### src/rtl/jk_pkg.sv
// rtl/jk_pkg.sv - shared JK op encoding and sequencer FSM state constants
package jk_pkg;

  typedef enum logic [1:0] {
    JK_HOLD   = 2'b00,
    JK_RESET  = 2'b01,
    JK_SET    = 2'b10,
    JK_TOGGLE = 2'b11
  } jk_op_e;

  typedef logic [0:0] jk_state_t;
  localparam jk_state_t IDLE  = 1'b0;
  localparam jk_state_t DRIVE = 1'b1;

endpackage

### src/rtl/jk_cmd_fifo.sv
// rtl/jk_cmd_fifo.sv - synchronous command FIFO with wrap-bit pointers
module jk_cmd_fifo #(
  parameter int DEPTH = 4,
  parameter int WIDTH = 6
) (
  input  logic             clk,
  input  logic             rst_n,
  input  logic             push,
  input  logic [WIDTH-1:0] wdata,
  input  logic             pop,
  output logic             full,
  output logic             empty,
  output logic [WIDTH-1:0] head
);

  localparam int AW = $clog2(DEPTH);
  localparam logic [AW:0] PTR_ONE = {{AW{1'b0}}, 1'b1};

  logic [AW:0]      wr_ptr;
  logic [AW:0]      rd_ptr;
  logic [WIDTH-1:0] mem [DEPTH];

  // Top bit of each pointer is the wrap bit that separates full from empty.
  assign empty = (wr_ptr == rd_ptr);
  assign full  = (wr_ptr[AW] != rd_ptr[AW]) && (wr_ptr[AW-1:0] == rd_ptr[AW-1:0]);
  assign head  = mem[rd_ptr[AW-1:0]];

  always_ff @(posedge clk) begin
    if (!rst_n) begin
      wr_ptr <= '0;
      rd_ptr <= '0;
    end else begin
      if (push && !full) begin
        wr_ptr <= wr_ptr + PTR_ONE;
      end
      if (pop && !empty) begin
        rd_ptr <= rd_ptr + PTR_ONE;
      end
    end
  end

  always_ff @(posedge clk) begin
    if (push && !full) begin
      mem[wr_ptr[AW-1:0]] <= wdata;
    end
  end

endmodule

### src/rtl/jk_cmd_sequencer.sv
// rtl/jk_cmd_sequencer.sv - replays queued JK ops on registered J/K; optional Q checker under JK_CMD_SEQUENCER_CHECK_EN
module jk_cmd_sequencer
  import jk_pkg::*;
#(
  parameter int DEPTH = 4,
  parameter int CNT_W = 4
) (
  input  logic             clk,
  input  logic             rst_n,
  input  logic             cmd_valid,
  output logic             cmd_ready,
  input  logic [1:0]       cmd_op,
  input  logic [CNT_W-1:0] cmd_cnt,
  output logic             J,
  output logic             K,
  output logic             busy,
  input  logic             q_in,
  output logic             mismatch
);

  localparam int W = 2 + CNT_W;
  localparam logic [CNT_W-1:0] CNT_ONE = {{(CNT_W-1){1'b0}}, 1'b1};

  logic             full;
  logic             empty;
  logic             push;
  logic             pop;
  logic [W-1:0]     head;
  logic [1:0]       head_op;
  logic [CNT_W-1:0] head_cnt;
  logic [CNT_W-1:0] remaining;
  jk_state_t        state;

  assign cmd_ready = !full && rst_n;
  assign push      = cmd_valid && cmd_ready;
  assign head_op   = head[W-1:CNT_W];
  assign head_cnt  = head[CNT_W-1:0];
  assign busy      = (state == DRIVE) || !empty;

  // Pop on the edge that loads J/K so back-to-back commands leave no gap.
  assign pop = !empty && ((state == IDLE) || (remaining == '0));

  jk_cmd_fifo #(
    .DEPTH(DEPTH),
    .WIDTH(W)
  ) u_fifo (
    .clk  (clk),
    .rst_n(rst_n),
    .push (push),
    .wdata({cmd_op, cmd_cnt}),
    .pop  (pop),
    .full (full),
    .empty(empty),
    .head (head)
  );

  always_ff @(posedge clk) begin
    if (!rst_n) begin
      state     <= IDLE;
      remaining <= '0;
      J         <= 1'b0;
      K         <= 1'b0;
    end else begin
      case (state)
        IDLE: begin
          if (!empty) begin
            {J, K}    <= head_op;
            remaining <= head_cnt;
            state     <= DRIVE;
          end else begin
            {J, K} <= 2'b00;
          end
        end
        default: begin
          if (remaining != '0) begin
            remaining <= remaining - CNT_ONE;
          end else if (!empty) begin
            {J, K}    <= head_op;
            remaining <= head_cnt;
          end else begin
            {J, K} <= 2'b00;
            state  <= IDLE;
          end
        end
      endcase
    end
  end

`ifdef JK_CMD_SEQUENCER_CHECK_EN
  logic q_exp;
  logic exp_valid;

  // The model only becomes trustworthy after the first set or reset fixes Q.
  always_ff @(posedge clk) begin
    if (!rst_n) begin
      q_exp     <= 1'b0;
      exp_valid <= 1'b0;
      mismatch  <= 1'b0;
    end else begin
      if (exp_valid && (q_in != q_exp)) begin
        mismatch <= 1'b1;
      end
      case ({J, K})
        JK_RESET:  q_exp <= 1'b0;
        JK_SET:    q_exp <= 1'b1;
        JK_TOGGLE: q_exp <= ~q_exp;
        default:   q_exp <= q_exp;
      endcase
      if (J ^ K) begin
        exp_valid <= 1'b1;
      end
    end
  end
`else
  logic unused_q_in;
  assign unused_q_in = q_in;
  assign mismatch    = 1'b0;
`endif

endmodule

### config.mk
export PLATFORM = sky130hd
export DESIGN_NAME = jk_cmd_sequencer
export DESIGN_NICKNAME = d
export VERILOG_FILES = /design/src/rtl/jk_pkg.sv /design/src/rtl/jk_cmd_fifo.sv /design/src/rtl/jk_cmd_sequencer.sv
export SDC_FILE = /design/constraint.sdc
export NUM_CORES = 1
export LEC_CHECK = 0
export CORE_ASPECT_RATIO = 0.9
export CORE_MARGIN = 3
export CORE_UTILIZATION = 30
export CTS_CLUSTER_SIZE = 25
export DETAILED_ROUTE_END_ITERATION = 10
export DONT_BUFFER_PORTS = 1
export PLACE_DENSITY = 0.52
export REMOVE_ABC_BUFFERS = 1
export SYNTH_ARGS = -nofsm -noshare
export SYNTH_HDL_FRONTEND = slang
export SYNTH_SLANG_ARGS = --single-unit
### constraint.sdc
create_clock -name clk -period 2.2 [get_ports clk]
set_input_delay 0.66 -clock clk [delete_from_list [all_inputs] [get_ports clk]]
set_output_delay 0.66 -clock clk [all_outputs]
set_load 0.005 [all_outputs]
---- Yosys cells after proc, flatten, opt, wreduce, memory -nomap -nowiden ----
Memory sizes are Yosys's and may differ from the RTL's. A register that Yosys moved wholly into a read port is not among the register bits.
Cells that the tools add are included.
storage, ports and cells
  register bits ........................... 13
  output and inout bits ................... 5
  memories kept ........................... 1
  RAM bits ................................ 24
memory list
  name        depth  width  rd ports  clocked after memory_dff  write ports  line               source
  u_fifo.mem  4      6      1         1                         1            jk_cmd_fifo.sv:21  logic [WIDTH-1:0] mem [DEPTH];
operators by class
  muxes and demuxes ....................... 16
  eq/ne operators ......................... 4
  bitwise operators ....................... 1
  add/subtract/negate cells ............... 3
  reductions and logical operators ........ 12
operators with widths
  cell                 count
  $mux 4               3
  $mux 1               11
  $add 3x1->3 const B  2
  $logic_and 1x1->1    6
  $logic_not 4->1      1
  $mux 2               2
  $reduce_bool 4->1    1
  $sub 4x1->4 const B  1
  $eq 3x3->1           1
  $eq 2x2->1           1
  $logic_not 1->1      2
  $logic_or 1x1->1     2
  $ne 2x2->1 const B   1
  $ne 1x1->1           1
  $not 1->1            1

---- Logic depth before layout (Yosys ltp) ----
Gate-level depths: netlist of run 1.
  word-level depth ........................ 8
  mapped depth ............................ 7
  mapped depth without buffers ............ 6

---- Hierarchy ----
Synthesis of run 1 repeated with hierarchy kept, for this count alone.
unflattened totals
  cells, all modules ...................... 148
  area, all modules ....................... 1844.3 sq um
modules (own cells, without submodules)
  module            sequential area each (sq um)  instances  area each (sq um)  cells an instance
  jk_cmd_fifo       880.8                         1          1435.1             99
  jk_cmd_sequencer  140.1                         1          409.1              49

---- Worst setup path after synthesis of run 1 ----
No wires, ideal clock.
  kind .................................... input-to-output
  from .................................... in rst_n
  to ...................................... out cmd_ready
  buffers on the path ..................... 1
  cell stages on the path ................. 3
  slack ................................... 0.430 ns
  data arrival time ....................... 1.110 ns
  path through ............................ inv_1 -> clkbuf_1 -> a31oi_1
between the ends
  longest elaborated chain between the ends .. 1
RTL lines
  element            line                    source
  start, declared    jk_cmd_sequencer.sv:9   input logic rst_n,
  $logic_and 1x1->1  jk_cmd_sequencer.sv:34  assign cmd_ready = !full && rst_n;
  end, declared      jk_cmd_sequencer.sv:11  output logic cmd_ready,
Every way passes these cells.

---- Worst setup path after layout of run 1 ----
  from .................................... reg u_fifo.wr_ptr[0]
  to ...................................... out busy
between the ends
  longest elaborated chain between the ends .. 3
RTL lines
  element                 line                    source
  start, declared         jk_cmd_fifo.sv:19       logic [AW:0] wr_ptr;
  start signal, assigned  jk_cmd_fifo.sv:34       wr_ptr <= wr_ptr + PTR_ONE;
  $eq 3x3->1              jk_cmd_fifo.sv:24       assign empty = (wr_ptr == rd_ptr);
  $logic_not 1->1         jk_cmd_sequencer.sv:38  assign busy = (state == DRIVE) || !empty;
  $logic_or 1x1->1        jk_cmd_sequencer.sv:38
  end, declared           jk_cmd_sequencer.sv:16  output logic busy,
Every way passes these cells.

==> metrics.txt, run 1 <==
status=finished, final reports clean; Crit. End Element=output port; post-DR vias/cell=4.92; Slowest cell on crit path=dfxtp_1; final-report max-slew violation count=0; ANT cells=0; Final Hold Violating Endpoints=0; Synth warnings=0; # H-tree levels=2; critical path type=reg2out; fmax=503 MHz; # DRC=0; total clock sinks=39; buffers and inverters on the worst path=0; worst stage delay on the critical path=0.37 ns; Yosys reg bits=39; final setup vio count=0; largest net degree at the start of global routing=15; Final ANT Viol Nets=0; Synth Area in Simple Gates=0.0838; Mean Syn Cell Area=13.9 sq um; Netlist Area Pre-Place=0.00167 sq mm; Routed WL=2.95 mm; Vias=935; worst endpoint required time=1.54 ns; first-pass GRT wire length=4.93 mm; Hold WS=0.458 ns; Post-CTS Hold Fix Bufs=0; Setup TNS=0 ns; CTS tree=built; die boundary height=76.8 microns; Fillers=522; post-synthesis mux area share=0.0988; Starting DRT DRC Count=38; Pre-Repair DR Iteration Count=4; commonest non-fill, non-tap cell in the layout=edfxtp_1; min Tclk post-route=1.99 ns; Layout Nets=139; Placer Congestion=0.685; Max rail drop VDD=0.373 mV; layout cell share with drive strength beyond 1=0.146; max_cap viols=0; Clock Path Buffers=2; # rows=25; XOR/XNOR share of the synthesized area=0.0307; Port Buffers=0; vias in the first global route=980; setup bufs post-CTS=0; grt ovf=0; core area=0.00532 sq mm; IO Pins=15; clk slew on worst S/H paths=0.08 ns; DP HPWL=2.07 mm; distinct cell type count after synthesis=35; crit-path cells=xnor2_1 -> and3b_1 -> nand2b_1; Post-Syn Instances=120; WP data arrival=1.33 ns; area fraction in compound gates after synthesis=0.0936; leakage power=0.000646 uW; Synth Area in Adders=0.0449; clk_skew=0.0101 ns; clk_lat worst skew=0.30 ns; main combinational cell family by area after synthesis=multiplexers; Critical Path Source Type=flop; die area=0.00651 sq mm; RSZ-0062 raised after global routing=no; # resized after CTS=0; area delta synth->final=8.46%; Hold Path Class=in2reg; Num CTS Buffers=5; register area share after synthesis=0.611; antenna violations before repair=0; period utilization=0.904; Crit path max-delay family=flip-flops; Die Wd=84.7 microns; CP max FO=5; CTS root buf=clkbuf_8; most frequent cells in the layout=edfxtp_1 (24), dfxtp_1 (15), a21oi_1 (8); WL per Instance=15.5 microns; power density over cell area=1110 mW/mm^2; starting utilization of the core area=0.314; Total Routing Usage GR=0.101
-- synthesized netlist by cell type --
cell | number | area, sq um
xor2_2 | 1 | 16.3
buf_6 | 1 | 11.3
edfxtp_1 | 24 | 721
a21oi_1 | 8 | 40.0
buf_4 | 1 | 7.51
a41o_1 | 1 | 10.0
ha_1 | 6 | 75.1
nand2_1 | 6 | 22.5
buf_2 | 2 | 10.0
mux2i_1 | 3 | 30.0
nor3_1 | 1 | 5.00
and2_4 | 1 | 8.76
a221oi_1 | 1 | 8.76
nand3b_1 | 2 | 15.0
inv_1 | 7 | 26.3
mux4_2 | 6 | 135
and3b_1 | 1 | 8.76
nand2b_1 | 2 | 12.5
or3_1 | 1 | 6.26
dfxtp_1 | 15 | 300
nor2_1 | 2 | 7.51
xnor2_1 | 4 | 35.0
nand3_1 | 4 | 20.0
and3_1 | 4 | 25.0
o21bai_1 | 1 | 7.51
clkbuf_1 | 1 | 3.75
a31oi_1 | 2 | 12.5
a21bo_2 | 1 | 10.0
conb_1 | 1 | 3.75
a31oi_2 | 1 | 12.5
a211oi_1 | 3 | 22.5
or3b_1 | 1 | 8.76
a2111oi_1 | 1 | 10.0
o21ai_0 | 3 | 15.0
a21o_1 | 1 | 7.51
-- flip-flops by register name (all words and copies together) (netlist names), named ones only --
register and cells:
J 1, K 1, remaining 4, state 1
u_fifo.mem 24, u_fifo.rd_ptr 3, u_fifo.wr_ptr 3
-- cell families after synthesis --
logic type      Yosys count
flops                    39
buf+inv                  12
xor+xnor                  5
other cells               1
simple gates             25
mux                       9
compound gates           23
fa+ha+maj                 6
-- final timing paths --
kind | to | startpoint | cells past startpoint | slack (ns)
worst max-delay path | busy | u_fifo.wr_ptr[0]$_SDFFE_PN0P_ | 3 | 0.21
worst min-delay path | u_fifo.mem[2][0]$_DFFE_PP_ | cmd_cnt[0] | 0 | 0.46
worst max register to register | u_fifo.mem[3][2]$_DFFE_PP_ | u_fifo.wr_ptr[0]$_SDFFE_PN0P_ | 3 | 0.39
worst min register to register | J$_SDFFE_PN0P_ | J$_SDFFE_PN0P_ | 2 | 0.49
-- layer usage --
| layer | GRT usage | routed length (microns) | up-vias |
|---|---|---|---|
| li1 | - | - | 448 |
| met1 | 0.123 | 1300 | 452 |
| met2 | 0.149 | 1350 | 26 |
| met3 | 0.0430 | 221 | 9 |
| met4 | 0.0570 | 76 | 0 |
| met5 | 0 | 0 | - |
-- layout make-up --
cell class,count,area [sq um],area share
repair buffers,1,7.51,0.00414
flip-flops and latches,39,1020,0.563
inverters,7,26.3,0.0145
clock buffers,5,68.8,0.0380
clock inverters,2,13.8,0.00759
multi-input cells,69,592,0.326
well taps,67,83.8,0.0462
-- per-stage QoR --
stage | power (uW) | cells | worst slack [ns] | util | instance area, sq um
after global routing | 2160 | 190 | 0.0854 | 0.341 | 1810
after CTS | 2040 | 190 | 0.179 | 0.341 | 1810
after global placement | 1550 | 183 | 0.383 | 0.325 | 1730
final | 2010 | 190 | 0.211 | 0.341 | 1810
after detailed placement | 1580 | 183 | 0.328 | 0.325 | 1730
after floorplan | 1410 | 115 | 0.550 | - | 1640
-- power by group --
group / internal, uW / switching (uW) / total (uW) / leakage (uW)
Combinational: 274 / 292 / 565 / 0.000261
Clock: 216 / 242 / 458 / 0.0000440
Sequential: 875 / 116 / 990 / 0.000341
Total: 1360 / 649 / 2010 / 0.000646
No activity file was read; power rests on OpenSTA's default activity.
==> run 2, diff against run 1 <==
- CORE_ASPECT_RATIO: 0.9 -> 0.8
- GPL_ROUTABILITY_DRIVEN: not set -> 0
- SYNTH_HIERARCHICAL: not set -> 1
==> metrics.txt, run 2 <==
status=finished, final reports clean (unchanged); Fillers=558 (was 522); RR Startpoint=remaining[0]$_SDFF_PN0_ (was u_fifo.wr_ptr[0]$_SDFFE_PN0P_); worst endpoint required time=1.54 ns (about the same); Layout Nets=181 (was 139); final-report max-slew violation count=0 (unchanged); most frequent cells in the layout=edfxtp_1 (24), buf_4 (17), dfxtp_1 (15) (was edfxtp_1 (24), dfxtp_1 (15), a21oi_1 (8)); Max rail drop VDD=0.342 mV (was 0.373 mV); Mean Syn Cell Area=12.5 sq um (was 13.9 sq um); leakage power=0.000768 uW (was 0.000646 uW); Vias=1261 (was 935); # H-tree levels=2 (unchanged); core area=0.00571 sq mm (was 0.00532 sq mm); Final Hold Violating Endpoints=0 (unchanged); Seq. cell area=0.00102 sq mm (unchanged); post-DR vias/cell=5.17 (was 4.92); total clock sinks=39 (unchanged); Most used DFF post-synth=edfxtp_1 (unchanged); clk_skew=0.00812 ns (was 0.0101 ns); antenna violations before repair=0 (unchanged); DP HPWL=2.74 mm (was 2.07 mm); synth top area cells=edfxtp_1 (39%), dfxtp_1 (16%), mux4_2 (7.3%) (was edfxtp_1 (43%), dfxtp_1 (18%), mux4_2 (8.1%)); area of the multi-input gates=759 sq um (was 592 sq um); Hold Path Class=in2reg (unchanged); Min-Delay Endpoint=u_fifo/mem[3][2]$_DFFE_PP_ (was u_fifo.mem[2][0]$_DFFE_PP_); power density over cell area=1020 mW/mm^2 (was 1110 mW/mm^2); register area share after synthesis=0.554 (was 0.611); HP Start=cmd_cnt[2] (was cmd_cnt[0]); # rows=24 (was 25); min Tclk post-route=2.05 ns (was 1.99 ns); Num CTS Buffers=5 (unchanged); wl on met1=1.76 mm (was 1.30 mm); clk_lat worst skew=0.29 ns (was 0.30 ns); WL met3=249 microns (was 221 microns); first-pass GRT wire length=6.18 mm (was 4.93 mm); met2 WL=1.70 mm (was 1.35 mm); Netlist Area Pre-Place=0.00184 sq mm (was 0.00167 sq mm); ANT cells=0 (unchanged); Final ANT Viol Nets=0 (unchanged); layout cell share with drive strength beyond 1=0.199 (was 0.146); Die Wd=93.7 microns (was 84.7 microns); Setup TNS=0 ns (unchanged); WL per Instance=15.4 microns (was 15.5 microns); clk slew on worst S/H paths=0.08 ns (about the same); Reg2Reg Depth=8 (was 3); ys async rst share=0 (unchanged); count leader, synth=edfxtp_1 (unchanged); starting utilization of the core area=0.323 (was 0.314); # DRC=0 (unchanged); area delta synth->final=15.5% (was 8.46%); period utilization=0.934 (was 0.904); IO Pins=15 (unchanged); post-synth top area cell=edfxtp_1 (unchanged); Routed WL=3.75 mm (was 2.95 mm); Hold WS=0.461 ns (was 0.458 ns); Post-synth top cells=edfxtp_1 (24), dfxtp_1 (15), inv_1 (9) (was edfxtp_1 (24), dfxtp_1 (15), a21oi_1 (8)); Crit. Startpoint=u_fifo/rd_ptr[0]$_SDFFE_PN0P_ (was u_fifo.wr_ptr[0]$_SDFFE_PN0P_); max FFs per register=24 (unchanged); WP data arrival=1.39 ns (was 1.33 ns); highest metal used=met4 (unchanged); final setup vio count=0 (unchanged); largest net degree at the start of global routing=12 (was 15); final core utilization=0.373 (was 0.341); vias in the first global route=1264 (was 980); fmax=487 MHz (was 503 MHz); Total Routing Usage GR=0.114 (was 0.101); worst hold stages=0 (unchanged); Post-synth EDFFs=24 (unchanged); Yosys reg bits=39 (unchanged); Port Buffers=0 (unchanged); die area=0.00713 sq mm (was 0.00651 sq mm); CTS tree=built (unchanged); Starting DRT DRC Count=65 (was 38); CTS root buf=clkbuf_8 (unchanged); max_cap viols=0 (unchanged); share of the synthesized area in the top cell type=0.391 (was 0.431); RSZ-0062 raised after global routing=no (unchanged); Critical Path Source Type=flop (unchanged); distinct cell type count after synthesis=40 (was 35); commonest non-fill, non-tap cell in the layout=edfxtp_1 (unchanged); grt ovf=0 (unchanged); Crit. End Element=output port (unchanged); Pre-Repair DR Iteration Count=4 (unchanged); die boundary height=76.1 microns (was 76.8 microns); Clock Path Buffers=2 (unchanged); Synth warnings=6 (was 0); critical path type=reg2out (unchanged); R2R Setup Slk=0.17 ns (was 0.39 ns); CP max FO=6 (was 5); reg2reg end=u_fifo/rd_ptr[2]$_SDFFE_PN0P_ (was u_fifo.mem[3][2]$_DFFE_PP_); Post-Syn Instances=148 (was 120)
[run 2: cell type report]
cell class                      count  area share
Clock buffer                        7      0.0405
Clock inverter                      1     0.00176
Inverter                            9      0.0159
Multi-Input combinational cell     93       0.357
Sequential cell                    39       0.479
Tap cell                           78      0.0458
Timing Repair Buffer               17      0.0599
[run 2: how the worst max path moves through the flow]
stage	end
2_1_floorplan	flop
3_3_place_gp	u_fifo/rd_ptr[2]$_SDFFE_PN0P_
3_5_place_dp	u_fifo/rd_ptr[2]$_SDFFE_PN0P_
4_1_cts	busy
5_1_grt	busy
6_report	busy
[run 2: repair_timing]
| item | 4_1_cts | 5_1_grt |
|---|---|---|
| hold endpoints to repair | 0 | 0 |
| setup endpoints to repair | 1 | 2 |
| hold buffers | 0 | 0 |
| buffers inserted | 1 | 0 |
| resized for setup | 1 | 2 |
[run 2: cells by family (layout without fill, tap and decap cells)]
kind of cell	Yosys count	in the layout	synth area share
flops	39	39	0.554
simple gates	39	39	0.124
buf+inv	16	34	0.0421
mux	9	9	0.0896
xor+xnor	7	7	0.0332
other cells	1	1	0.00203
fa+ha+maj	6	6	0.0407
compound gates	31	31	0.115
[run 2: metrics by stage]
stage	cells	total power [uW]	cell area [sq um]	worst slack (ns)
after global routing	244	2320	2130	0.0344
after CTS	244	2170	2120	0.0657
final	244	2180	2130	0.146
after global placement	235	1630	2020	0.183
after floorplan	141	1410	1800	0.0170
after detailed placement	235	1650	2020	0.126
[run 2: power breakdown]
| part | total (uW) | internal, uW | switching [uW] |
|---|---|---|---|
| registers | 952 | 858 | 94.1 |
| clock network | 488 | 251 | 237 |
| logic | 737 | 362 | 374 |
[run 2: worst max-delay path, stage by stage, from the launching register on]
cell and delay [ns]:
dfxtp_1 0.33, xor2_1 0.17, buf_4 0.17, nor3_4 0.21, buf_4 0.15, nand2_1 0.07
[run 2: metal layers]
metal,vias up,global-route usage
li1,596,-
met1,626,0.150
met2,35,0.170
met3,4,0.0415
met4,0,0.0433
met5,-,0
==> run 3, diff against run 2 <==
- ABC_AREA: not set -> 1
==> metrics.txt, run 3 <==
clk slew on worst S/H paths=0.08 ns (about the same); Routed WL=3.40 mm (was 3.75 mm); min Tclk post-route=2.06 ns (was 2.05 ns); Min-Delay Endpoint=u_fifo/mem[2][0]$_DFFE_PP_ (was u_fifo/mem[3][2]$_DFFE_PP_); # H-tree levels=2 (unchanged); ys async rst share=0 (unchanged); worst stage delay on the critical path=0.35 ns (was 0.33 ns); CTS tree=built (unchanged); Post-synth EDFFs=24 (unchanged); starting utilization of the core area=0.318 (was 0.323); commonest non-fill, non-tap cell in the layout=nand2_1 (was edfxtp_1); RR Startpoint=u_fifo/rd_ptr[2]$_SDFFE_PN0P_ (was remaining[0]$_SDFF_PN0_); Vias=1264 (was 1261); clk_lat worst skew=0.28 ns (was 0.29 ns); # rows=24 (unchanged); WP data arrival=1.40 ns (was 1.39 ns); Clock Path Buffers=2 (unchanged); leakage power=0.000820 uW (was 0.000768 uW); fmax=485 MHz (was 487 MHz); Hold WS=0.469 ns (was 0.461 ns); share of the synthesized area in the top cell type=0.406 (was 0.391); grt ovf=0 (unchanged); most frequent cells in the layout=nand2_1 (33), nor2_1 (32), edfxtp_1 (24) (was edfxtp_1 (24), buf_4 (17), dfxtp_1 (15)); layout cell share with drive strength beyond 1=0.145 (was 0.199); Post-synth top cells=nand2_1 (33), nor2_1 (32), inv_1 (25) (was edfxtp_1 (24), dfxtp_1 (15), inv_1 (9)); area delta synth->final=13.0% (was 15.5%); reg2reg end=u_fifo/mem[3][3]$_DFFE_PP_ (was u_fifo/rd_ptr[2]$_SDFFE_PN0P_); dpl cells=275 (was 235); CP max FO=5 (was 6); final non-filler cell total=285 (was 244); vias in the first global route=1222 (was 1264); power density over cell area=1050 mW/mm^2 (was 1020 mW/mm^2); count leader, synth=nand2_1 (was edfxtp_1); Design Power=2120 uW (was 2180 uW); Post-Syn Instances=194 (was 148); clk_skew=0.0103 ns (was 0.00812 ns); Layout Nets=222 (was 181); IO Pins=15 (unchanged); total clock sinks=39 (unchanged); Num CTS Buffers=5 (unchanged); R2R Setup Slk=0.24 ns (was 0.17 ns); Final Hold Violating Endpoints=0 (unchanged); distinct cell type count after synthesis=20 (was 40); Die Wd=92.0 microns (was 93.7 microns); Hold Path Class=in2reg (unchanged); die area=0.00689 sq mm (was 0.00713 sq mm); Netlist Area Pre-Place=0.00178 sq mm (was 0.00184 sq mm); worst endpoint required time=1.54 ns (about the same); critical path type=reg2out (unchanged); Setup TNS=0 ns (unchanged); Max rail drop VDD=0.364 mV (was 0.342 mV); WL per Instance=11.9 microns (was 15.4 microns); final setup vio count=0 (unchanged); CTS root buf=clkbuf_8 (unchanged); die boundary height=74.8 microns (was 76.1 microns); post-DR vias/cell=4.44 (was 5.17); Crit. End Element=output port (unchanged); HP Start=cmd_cnt[0] (was cmd_cnt[2]); crit-path cells=inv_2 -> nand2_1 -> nand2_2 -> nand3_4 -> inv_4 -> inv_1 -> or2_2 (was xor2_1 -> buf_4 -> nor3_4 -> buf_4 -> nand2_1); worst hold stages=0 (unchanged); DP HPWL=2.41 mm (was 2.74 mm); Pre-Repair DR Iteration Count=4 (unchanged); first-pass GRT wire length=5.73 mm (was 6.18 mm); Synth warnings=6 (unchanged); max FFs per register=24 (unchanged); synth top area cells=edfxtp_1 (41%), dfxtp_1 (17%), nand2_1 (7.0%) (was edfxtp_1 (39%), dfxtp_1 (16%), mux4_2 (7.3%)); post-synth top area cell=edfxtp_1 (unchanged); final-report max-slew violation count=0 (unchanged); Yosys reg bits=39 (unchanged); Final ANT Viol Nets=0 (unchanged); status=finished, final reports clean (unchanged); Starting DRT DRC Count=80 (was 65); Most used DFF post-synth=edfxtp_1 (unchanged); Total Routing Usage GR=0.107 (was 0.114); Slowest cell on crit path=dfxtp_2 (was dfxtp_1); # DRC=0 (unchanged); max_cap viols=0 (unchanged); Critical Path Source Type=flop (unchanged); Mean Syn Cell Area=9.16 sq um (was 12.5 sq um); largest net degree at the start of global routing=14 (was 12); register area share after synthesis=0.575 (was 0.554); RSZ-0062 raised after global routing=no (unchanged); core area=0.00559 sq mm (was 0.00571 sq mm); Reg2Reg Depth=11 (was 8); antenna violations before repair=0 (unchanged); period utilization=0.936 (was 0.934); Fillers=588 (was 558); ANT cells=0 (unchanged); Port Buffers=0 (unchanged)
==> run 3: cell count changes after synthesis, sizes merged, moves of 5 or more <==
cell | before | now
inv | 9 | 26
nand3 | 5 | 15
mux4 | 6 | 0
and2 | 5 | 0
o21ai | 7 | 14
o22ai | 0 | 6
nand2 | 5 | 38
nor2 | 3 | 32
nor3 | 5 | 0
==> run 3: what timing repair did <==
item	4_1_cts	5_1_grt
hold buffers	0	0
setup endpoints to repair	1	7
resized for setup	2	6
setup buffers	0	2
==> run 3: kinds of logic (layout without fill, tap and decap cells) <==
group,Yosys count,in the layout,share of synthesized area
fa+ha+maj,6,6,0.0423
other cells,1,1,0.00211
simple gates,91,91,0.233
flops,39,39,0.575
compound gates,28,28,0.0831
buf+inv,29,42,0.0648
==> run 3: layout make-up <==
cell class              count  area (sq um)  area share
multi-input cells         126           641       0.319
clock inverters             3          15.0     0.00748
inverters                  26           100      0.0498
repair buffers              8          60.1      0.0299
well taps                  78          97.6      0.0486
flip-flops and latches     39          1030       0.511
clock buffers               5          68.8      0.0343
==> run 3: through the flow <==
stage                     worst slack (ns)   util  instance area, sq um
after floorplan                      0.167      -                  1760
after global placement               0.193  0.341                  1900
after detailed placement             0.134  0.341                  1900
after CTS                          0.00700  0.356                  1990
after global routing                0.0405  0.360                  2010
final                                0.140  0.360                  2010
==> run 3: worst max path at each step <==
stage / from / to / slack, ns / cells past startpoint
final: u_fifo/wr_ptr[1]$_SDFFE_PN0P_ / busy / 0.14 / 7
after global routing: u_fifo/wr_ptr[0]$_SDFFE_PN0P_ / busy / 0.04 / 7
after CTS: u_fifo/wr_ptr[1]$_SDFFE_PN0P_ / busy / 0.007 / 7
after detailed placement: u_fifo/wr_ptr[0]$_SDFFE_PN0P_ / u_fifo/mem[3][0]$_DFFE_PP_ / 0.13 / 11
after global placement: u_fifo/wr_ptr[0]$_SDFFE_PN0P_ / u_fifo/mem[3][0]$_DFFE_PP_ / 0.19 / 11
after floorplan: u_fifo/wr_ptr[0]$_SDFFE_PN0P_ / u_fifo/mem[0][0]$_DFFE_PP_ / 0.17 / 8
==> run 3: power by group <==
group	total, uW	internal [uW]	switching, uW	leakage [uW]
Sequential	947	874	73.3	0.000343
Clock	458	215	243	0.0000392
Combinational	710	271	440	0.000437
==> run 3: critical path: cells and delay by family, from the launching register on <==
kind,cells,cell delay [ns]
buffers and inverters,3,0.22
and+or+nand+nor,4,0.55
DFF,1,0.35
==> run 3: per-layer routing <==
layer  routed length, microns  vias to the layer above  global-route usage
met5                        0                        -                   0
met4                       25                        0              0.0346
met3                      123                        2              0.0310
met2                     1470                       18               0.167
met1                     1780                      580               0.145
li1                         -                      664                   -
